[config.mk]
export PLATFORM = sky130hd
export DESIGN_NAME = two_digit_display
export DESIGN_NICKNAME = d
export VERILOG_FILES = /design/src/rtl/two_digit_display.sv
export SDC_FILE = /design/constraint.sdc
export NUM_CORES = 1
export LEC_CHECK = 0
export CAP_MARGIN = 5
export CORE_MARGIN = 1
export CORE_UTILIZATION = 55
export CTS_BUF_LIST = sky130_fd_sc_hd__clkbuf_4
export CTS_CLUSTER_DIAMETER = 80
export CTS_CLUSTER_SIZE = 16
export DETAILED_ROUTE_END_ITERATION = 6
export PLACE_DENSITY = 0.89
export SKIP_LAST_GASP = 1
export SLEW_MARGIN = 20
export SYNTH_ARGS = -nofsm -noshare
export SYNTH_HDL_FRONTEND = slang
export SYNTH_SLANG_ARGS = --single-unit
[constraint.sdc]
create_clock -name clk -period 1.9 [get_ports clk]
set_input_delay 0.38 -clock clk [delete_from_list [all_inputs] [get_ports clk]]
set_output_delay 0.38 -clock clk [all_outputs]
set_load 0.1 [all_outputs]
[src/rtl/two_digit_display.sv]
// two_digit_display
//   Drives a 2-digit multiplexed common-anode 7-segment display. The 4-bit
//   input value (0-15) is shown as decimal 00-15. The input is split into
//   tens and units digits, each digit is decoded to segments, and the two
//   digits are scanned in turn.
//
// Parameters
//   REFRESH_CYCLES     : clocks each digit stays selected (>= 1)
//   BLANK_LEADING_ZERO : 1 = tens digit dark for values 0-9, 0 = shows '0'
//
// Ports
//   clk   : system clock, rising edge active
//   rstn  : asynchronous active-low reset
//   value : unsigned value to display, 0-15
//   seg   : segments {g,f,e,d,c,b,a}, active-low, registered
//   an    : digit enables, active-low, registered (an[0] units, an[1] tens)
module two_digit_display #(
  parameter int REFRESH_CYCLES     = 4,
  parameter bit BLANK_LEADING_ZERO = 1'b1
) (
  input  logic       clk,
  input  logic       rstn,
  input  logic [3:0] value,
  output logic [6:0] seg,
  output logic [1:0] an
);

  // A single-clock slot still needs a 1-bit counter so the vector is legal.
  localparam int CNT_W = (REFRESH_CYCLES > 1) ? $clog2(REFRESH_CYCLES) : 1;
  localparam logic [CNT_W-1:0] CNT_LAST = CNT_W'(REFRESH_CYCLES - 1);

  localparam logic [6:0] SEG_BLANK = 7'h7F;

  // Active-low segment pattern for one decimal digit.
  function automatic logic [6:0] seg_pattern(input logic [3:0] digit);
    logic [6:0] pat;
    case (digit)
      4'd0:    pat = 7'h40;
      4'd1:    pat = 7'h79;
      4'd2:    pat = 7'h24;
      4'd3:    pat = 7'h30;
      4'd4:    pat = 7'h19;
      4'd5:    pat = 7'h12;
      4'd6:    pat = 7'h02;
      4'd7:    pat = 7'h78;
      4'd8:    pat = 7'h00;
      4'd9:    pat = 7'h10;
      default: pat = SEG_BLANK;
    endcase
    return pat;
  endfunction

  logic [CNT_W-1:0] cnt_r;
  logic             sel_r;
  logic [3:0]       tens_s;
  logic [3:0]       units_s;
  logic [6:0]       seg_next_s;
  logic [1:0]       an_next_s;

  // Binary-to-decimal split: a 4-bit input has at most one ten.
  always_comb begin
    tens_s  = 4'd0;
    units_s = value;
    if (value >= 4'd10) begin
      tens_s  = 4'd1;
      units_s = value - 4'd10;
    end else begin
      tens_s  = 4'd0;
      units_s = value;
    end
  end

  // Next segment / anode drive for the digit selected this clock.
  always_comb begin
    seg_next_s = SEG_BLANK;
    an_next_s  = 2'b11;
    if (sel_r == 1'b0) begin
      an_next_s  = 2'b10;
      seg_next_s = seg_pattern(units_s);
    end else begin
      an_next_s = 2'b01;
      if (BLANK_LEADING_ZERO && (value < 4'd10)) begin
        seg_next_s = SEG_BLANK;
      end else begin
        seg_next_s = seg_pattern(tens_s);
      end
    end
  end

  // Refresh counter and digit select; sel flips when the counter wraps.
  always_ff @(posedge clk or negedge rstn) begin
    if (!rstn) begin
      cnt_r <= '0;
      sel_r <= 1'b0;
    end else if (cnt_r == CNT_LAST) begin
      cnt_r <= '0;
      sel_r <= ~sel_r;
    end else begin
      cnt_r <= cnt_r + 1'b1;
      sel_r <= sel_r;
    end
  end

  // Registered display outputs, dark while in reset.
  always_ff @(posedge clk or negedge rstn) begin
    if (!rstn) begin
      seg <= SEG_BLANK;
      an  <= 2'b11;
    end else begin
      seg <= seg_next_s;
      an  <= an_next_s;
    end
  end

endmodule

======== Yosys cells after proc, flatten, opt, wreduce, memory -nomap -nowiden ========
Memory sizes are Yosys's and may differ from the RTL's.
Cells that the tools add are included.
word-level totals
  bits in registers ....................... 12
  ROM bits ................................ 224
  bits of input ports ..................... 6
  output and inout port bits .............. 9
  logic and storage cells ................. 18
  memories ................................ 2
cells by class
  $add $sub $neg .......................... 2
  magnitude comparators ................... 2
  equality and inequality tests ........... 1
  multiplexer cells ....................... 6
  bitwise gates (word level) .............. 1
memories
  name              depth  width  rd ports  clocked after Yosys merged registers in  wr ports  RTL line  RTL
  (name not given)  16     7      1         0                                        0         37        case (digit)
  (name not given)  16     7      1         0                                        0         37
operator list
  operator                                     number
  2-to-1 mux 7 bit                             2
  >= comparator 4 bit, second input constant   1
  < comparator 4 bit, second input constant    1
  2-to-1 mux 2 bit                             2
  2-to-1 mux 4 bit                             1
  subtractor 4 bit, second input constant      1
  adder 2 x 1 -> 2 bit, second input constant  1
  == test 2 bit, second input constant         1
  2-to-1 mux 1 bit                             1
  inverter 1 bit                               1

======== Logic depth before layout (Yosys ltp) ========
Gate-level depths: netlist (run 1).
An unclocked memory read counts as a cell.
  word-level depth ........................ 5
  gate-level depth with buffers ........... 9
  depth with buffers taken out ............ 7

======== Least setup slack after synthesis (run 1) ========
Ideal clock, no wire load.
  path kind ............................... input to register
  start point ............................. input port value[1]
  end point ............................... register seg[6]
  setup time .............................. 0.088 ns
  arrival ................................. 1.595 ns
  data required time ...................... 1.812 ns
  setup slack ............................. 0.217 ns
  stages on the path ...................... 8
  path buffers ............................ 2
  cell sequence ........................... buf_6 > inv_1 > ha_1 > buf_6 > xor2_1 > nand2_1 > a31oi_1 > or3_1
on the way
  word-level cells in the longest chain between the ends .. 5
  elaborated cells between the ends (all ways) .. 9
  those cells by class .................... add/sub (1); order compare (2); mux (4); memory (2)
RTL lines
  what                     RTL line  RTL
  from (decl)              23        input logic [3:0] value,
  >= comparator 4 bit      64        if (value >= 4'd10) begin
  2-to-1 mux 1 bit         64
  memory (16 x 7 bit)      -
  2-to-1 mux 7 bit         82        if (BLANK_LEADING_ZERO && (value < 4'd10)) begin
  2-to-1 mux 7 bit (*)     77        if (sel_r == 1'b0) begin
  named net seg_next_s[6]  57        logic [6:0] seg_next_s;
  to (signal assigned)     110       seg <= seg_next_s;
  to (decl)                24        output logic [6:0] seg,
The timed path passes the listed nets; every way through them passes the cells marked *.
A chain may end at the register's enable or synchronous reset.

======== Worst setup path after layout (run 1) ========
  start point ............................. input port value[1]
  end point ............................... register seg[1]
The elaborated chain is that of the path after synthesis.

==> results of run 1 <==
[critical path, delay by kind of cell]
family / cells / cell delay, ns
buffers and inverters: 2 / 0.61
AO/OA/AOI/OAI: 2 / 0.32
adder cells (fa/ha/maj): 1 / 0.29
multiplexers: 1 / 0.27
AND/OR/NAND/NOR: 2 / 0.24
[routing by layer]
layer | vias to the layer above | wire length [µm]
met2 | 56 | 958
met1 | 326 | 727
met5 | - | 0
met3 | 10 | 138
met4 | 0 | 79
li1 | 318 | -
[cell families after synthesis]
| kind of cell | count (synthesis) |
|---|---|
| XOR/XNOR | 2 |
| adder cells (fa/ha/maj) | 5 |
| buffers and inverters | 14 |
| multiplexers | 1 |
| AND/OR/NAND/NOR | 19 |
| AO/OA/AOI/OAI | 26 |
| flip-flops | 12 |
[registers in the layout, summed over array words and instances (netlist names)]
register	cells
seg	7
an	2
cnt_r	2
sel_r	1
[cell type report]
| type | instances | area (µm²) | area share |
|---|---|---|---|
| Clock buffer | 4 | 30.0 | 0.0278 |
| Multi-Input combinational cell | 53 | 388 | 0.360 |
| Sequential cell | 12 | 312 | 0.289 |
| Inverter | 7 | 26.3 | 0.0244 |
| Tap cell | 15 | 18.8 | 0.0174 |
| Timing Repair Buffer | 24 | 304 | 0.282 |
[through the flow]
| step | worst slack [ns] | hold slack (ns) |
|---|---|---|
| finish | -0.0230 | 0.439 |
| floorplan | 0.217 | 0.0844 |
| CTS | -0.00670 | 0.451 |
| global placement | -0.257 | 0.415 |
| global route | -0.0452 | 0.471 |
| detailed placement | -0.303 | 0.441 |
[what timing repair did]
| action | 4_1_cts | 5_1_grt |
|---|---|---|
| endpoints found under the setup margin | 2 | 7 |
| buffers inserted | 0 | 0 |
| hold buffers | 0 | 0 |
| gates resized for setup | 1 | 5 |
| pin swaps | 0 | 1 |
| endpoints found under the hold margin | 0 | 0 |
[worst paths after layout]
kind | slack (ns) | end | cells past startpoint | start
setup reg to reg | 0.81 | seg[1] | 3 | sel_r
setup / recovery | -0.02 | seg[1] | 8 | value[1]
hold / removal | 0.44 | cnt_r[0] | 1 | rstn
max in group asynchronous | 1.09 | seg[5] | 1 | rstn
hold reg to reg | 0.45 | cnt_r[0] | 1 | cnt_r[0]
min in group clk | 0.45 | cnt_r[0] | 1 | cnt_r[0]
[where the power goes]
part	leakage [µW]	total (µW)	switching [µW]	internal [µW]
registers	0.000132	302	14.8	287
logic	0.000343	363	223	141
clock network	0.0000184	179	83.1	95.7
total	0.000493	844	321	524
[Yosys cell counts (2+ instances only)]
cell and instances:
o21ai_0 4, a21oi_1 6, xor2_1 2, inv_1 7, nand2_1 5, buf_6 4
o21ai_1 2, a21o_1 2, nand3_1 2, nor2_1 5, nor3_1 2, a31oi_1 2
ha_1 5, buf_4 2, dfrtp_1 3, a2bb2oi_1 2, dfstp_2 9
==> qor.yml, run 1 <==
place_hpwl_mm: 1.37
start_util: 0.591
cap_violations: 0
fin_crit_sh: 1.01
core.rowCount: 13
skew_ns: 0.00810
synthFlopType: "dfstp_2"
syn-num-nets: 90
synth_top_family_by_area: "compound AO/OA/AOI/OAI gates"
grt_max_degree: 17
avgSynthCellArea_um2: 9.61
fin_cells: 115
fillCellCount: 74
setup_slack_ns: -0.0230
num_vias: 710
die_w_um: 39.2
numCtsBuffers: 3
cpMaxStageDelayCell: "clkdlybuf4s50_1"
powerDensity_mw_per_mm2: 783
num_antenna_cells: 0
grt_busiest_layer: "met2"
grt_pass1_vias: 642
arrival_ns: 2.12
netlist-cell-type-count: 32
synth_fa_ha_area_frac: 0.0824
ys_seq_elements: 12
yosys.area_share.simple: 0.127
grt_overflow_total: 0
clock_latency_ns: 0.28
drv_slew: 0
port-buffer-count: 14
peakVddDrop_v: 0.000396
slowest_delay_ns: 0.45
hold_class: "input port to asynchronous set/reset pin"
tns_ns: -0.0230
synthArstFlopShare: 1.00
ys_seq_area_frac: 0.410
synth_edf_count: 0
power_uw: 844
final_cell_mix: "10 x buf_4, 9 x dfstp_2, 9 x buf_12"
hold_violations: 0
wl_mm: 1.90
wl_per_cell_um: 16.5
crit_fanout: 3
viasPerCell: 6.17
first_pass_iters: 6
die-area_mm2: 0.00153
slew_headroom: 0.659
drive_gt1_frac: 0.370
failed_checks: "design-rule violations, negative setup slack"
syn_inst: 79
yosys.area.top_type: "dfstp_2"
grt_util_all_layers: 0.292
cts_tree: "yes"
gp_congestion: 0.914
design_area_mm2: 0.00108
rsz0062_at_grt: "yes"
grt_pass1_wl_mm: 2.88
place_area_mm2: 0.00102
leakage_uw: 0.000493
path_clk_slew_ns: 0.08
synth_compound_area_frac: 0.226
synth-xor-area-share: 0.0231
path_class: "input port to flop"
yosysWarnings: 0
fp.dieH_um: 39.2
drc: 2
dpl.cell_count: 111
min_period_ns: 1.92
globalRouteMet1Util: 0.346
tightest_slew_ns: 0.510
synthesis.area_um2: 759
muxShareOfSynthArea: 0.0132
final_nets: 112
met2_usage: 0.471
synth_area_leaders: "dfstp_2 31%, dfrtp_1 9.9%, ha_1 8.2%"
cp-end-kind: "flop"
final_util: 0.839
critical_path_required_ns: 2.10
worst_setup_path_start_kind: "input port"
final_common_cell: "buf_4"
grtUsageMet3: 0.0578
syn_to_final_growth_pct: 42.0
drtIter0Drc: 31
cts_buffer_depth: 2
io_pins: 15
drtAntennaViolNets: 0
core_mm2: 0.00128
outcome: "finished with violations"
antenna_found_initial: 0
cts_sinks: 12
h-tree-depth: 1
crit_path_cell_trace: "clkdlybuf4s50_1 > inv_2 > mux2i_4 > ha_1 > a21oi_1 > nor2_1 > nor3_1 > a2bb2oi_1"
fmaxAchievable_mhz: 520
synth_top_area_frac: 0.311
setup_viol: 1
cts_root_buffer: "clkbuf_4"
No activity file was read; power rests on OpenSTA's default activity.
==> run 2: changes to the inputs <==
--- a/config.mk
+++ b/config.mk
@@ -14,7 +14,7 @@
 export DETAILED_ROUTE_END_ITERATION = 6
 export PLACE_DENSITY = 0.89
 export SKIP_LAST_GASP = 1
-export SLEW_MARGIN = 20
+export SLEW_MARGIN = 40
 export SYNTH_ARGS = -nofsm -noshare
 export SYNTH_HDL_FRONTEND = slang
 export SYNTH_SLANG_ARGS = --single-unit
==> results of run 2 <==
The final DEF is identical to that of run 1; final timing and power are the same.
==> run 3: changes to the inputs <==
--- a/config.mk
+++ b/config.mk
@@ -7,12 +7,12 @@
 export LEC_CHECK = 0
 export CAP_MARGIN = 5
 export CORE_MARGIN = 1
-export CORE_UTILIZATION = 55
+export CORE_UTILIZATION = 53
 export CTS_BUF_LIST = sky130_fd_sc_hd__clkbuf_4
 export CTS_CLUSTER_DIAMETER = 80
 export CTS_CLUSTER_SIZE = 16
 export DETAILED_ROUTE_END_ITERATION = 6
-export PLACE_DENSITY = 0.89
+export PLACE_DENSITY = 0.87
 export SKIP_LAST_GASP = 1
 export SLEW_MARGIN = 40
 export SYNTH_ARGS = -nofsm -noshare
==> run 3 against run 2 <==
- the flow now finishes without violations
- register-to-register slack got worse by 0.03 ns
- non-clock buffer count rose by 3
- maximum frequency up 4.3%
- combinational power about the same
- cell count grew 2.6%
- first-iteration DRC count rose by 16%
- routed wire length is 7.8% lower
- die area rose by 3.6%
- count of clock-buffer cells in the layout fell by 1
- global-route usage decreased by 2.7 points
- worst setup slack improved by 0.079 ns
- critical path type unchanged
==> qor.yml, run 3 (same netlist as run 1, synthesis figures left out) <==
drtIter0Drc: 36  # +16%
grt_overflow_total: 0  # unchanged
drtAntennaViolNets: 0  # unchanged
drive_gt1_frac: 0.369  # -0.00107
place_hpwl_mm: 1.27  # -7.3%
die_w_um: 39.9  # +1.8%
core_mm2: 0.00132  # +2.5%
power_frac_comb: 0.439  # +0.009
cap_violations: 0  # unchanged
largest_reg_flops: 7  # unchanged
cts_sinks: 12  # unchanged
grt_util_all_layers: 0.265  # -0.0268
hold_buffers: 0  # unchanged
grt_pass1_wl_mm: 2.76  # -4.1%
antenna_found_initial: 0  # unchanged
num_antenna_cells: 0  # unchanged
critical_path_required_ns: 2.10  # about the same
grt_pass1_vias: 650  # +1.2%
arrival_ns: 2.04  # -0.08 ns
fillCellCount: 75  # +1.4%
worst_setup_path_start_kind: "input port"
wl_per_cell_um: 14.9  # -10%
largest_register: "seg"
tightest_slew_ns: 0.500  # -0.00955 ns
numCtsBuffers: 3  # unchanged
h-tree-depth: 1  # unchanged
crit_path_cell_trace: "clkdlybuf4s50_1 > nand2_1 > mux2i_2 > ha_1 > a21oi_1 > nor2_1 > nor3_1 > a2bb2oi_1"
first_pass_iters: 6  # unchanged
viasPerCell: 5.96  # -3.5%
tns_ns: 0  # +0.0230 ns
wl_mm: 1.75  # -7.8%
rsz0062_at_grt: "yes"
drc: 0  # -2
outcome: "completed"
min_period_ns: 1.84  # -0.0786 ns
cts_tree: "yes"
cp_top_family: "buffers and inverters"
cp-end-kind: "flop"
final_common_cell: "buf_4"
num_vias: 703  # -0.99%
switching_power_uw: 314  # -2.1%
internal_power_uw: 505  # -3.6%
die-area_mm2: 0.00159  # +3.6%
gp_congestion: 0.965  # +5.5%
clock_latency_ns: 0.26  # -0.02 ns
cts_buffer_depth: 2  # unchanged
cp.buffers_inverters: 1  # -1
hold_class: "input port to asynchronous set/reset pin"
setup_viol: 0  # -1
path_class: "input port to flop"
hold_violations: 0  # unchanged
path_clk_slew_ns: 0.07  # about the same
skew_ns: 0.00178  # -0.00631 ns
syn_to_final_growth_pct: 42.5
slowest_delay_ns: 0.55  # +0.10 ns
reg.largest.list: "seg (7), an (2), cnt_r (2)"
final_nets: 115  # +2.7%
fin_crit_sh: 0.971  # -0.0414
seqPwrFrac: 0.368  # +0.010
power_frac_clock: 0.193  # -0.019
peakVddDrop_v: 0.000362  # -8.7%
slew_headroom: 0.665  # +0.00639
fmaxAchievable_mhz: 542  # +4.3%
powerDensity_mw_per_mm2: 757  # -3.4%
fp.dieH_um: 39.9  # +1.8%
timing.hold.ws_ns: 0.445  # +0.00614 ns
grt_max_degree: 17  # unchanged
start_util: 0.576  # -0.0146
leakage_uw: 0.000511  # +3.5%
drv_slew: 0  # unchanged
core.rowCount: 13  # unchanged
cpMaxStageDelayCell: "clkdlybuf4s50_1"
crit_fanout: 3  # unchanged
io_pins: 15  # unchanged
p_sw_frac: 0.383  # +0.00361
cts_root_buffer: "clkbuf_4"
final_cell_mix: "13 x buf_4, 9 x dfstp_2, 9 x buf_12"
port-buffer-count: 14  # unchanged
run 3: changes by cell type in the layout (fill, tap and decap cells not counted):
cell | before | now
ha_4 | 1 | 0
dlymetal6s2s_1 | 0 | 1
mux2i_2 | 0 | 1
inv_1 | 6 | 7
clkinv_1 | 0 | 1
ha_2 | 0 | 1
buf_4 | 10 | 13
clkbuf_4 | 4 | 3
inv_2 | 1 | 0
mux2i_4 | 1 | 0
dlygate4sd2_1 | 1 | 0
run 3: metal layers:
layer  wire length (µm)  track usage
met4                 50        0.138
met3                 98       0.0227
met2                879        0.467
met5                  0            0
met1                726        0.311
run 3: worst register-to-register path, delay by kind of cell, from the launching register on:
| family | cells | cell delay [ns] |
|---|---|---|
| flops | 1 | 0.59 |
| buf+inv | 1 | 0.17 |
| compound gates | 2 | 0.30 |
run 3: power groups by stage:
| stage | clock network (µW) | registers, µW | logic (µW) |
|---|---|---|---|
| after floorplan | 0 | 435 | 94.5 |
| after global placement | 0 | 305 | 350 |
| after detailed placement | 0 | 306 | 353 |
| after CTS | 163 | 302 | 355 |
| after global routing | 174 | 303 | 377 |
| final | 158 | 302 | 360 |
run 3: stage by stage:
stage	power [µW]	setup slack [ns]	util	cell area (µm²)	instances
after floorplan	530	0.217	-	759	79
after global placement	655	-0.251	0.791	1040	114
after detailed placement	660	-0.299	0.791	1040	114
after CTS	820	0.0306	0.813	1070	118
after global routing	855	-0.0569	0.821	1080	118
final	819	0.0556	0.821	1080	118
run 3: repair_timing:
action	4_1_cts	5_1_grt
pin swaps	0	0
buffers inserted	0	0
gates resized for setup	1	3
endpoints found under the setup margin	1	5
run 3: final timing paths:
check / slack [ns] / cells after the start / to / from
setup reg to reg: 0.78 / 3 / seg[1] / sel_r
min in group clk: 0.47 / 1 / cnt_r[0] / cnt_r[0]
hold / removal: 0.45 / 1 / sel_r / rstn
setup / recovery: 0.06 / 8 / seg[1] / value[3]
hold reg to reg: 0.47 / 1 / cnt_r[0] / cnt_r[0]
max in group asynchronous: 1.10 / 1 / seg[6] / rstn
run 3: final cells by class:
class,instances,area (µm²),area share
Multi-Input combinational cell,53,369,0.341
Timing Repair Buffer,27,330,0.305
Sequential cell,12,312,0.288
Inverter,7,26.3,0.0243
Clock buffer,3,22.5,0.0208
Tap cell,15,18.8,0.0173
Clock inverter,1,3.75,0.00347
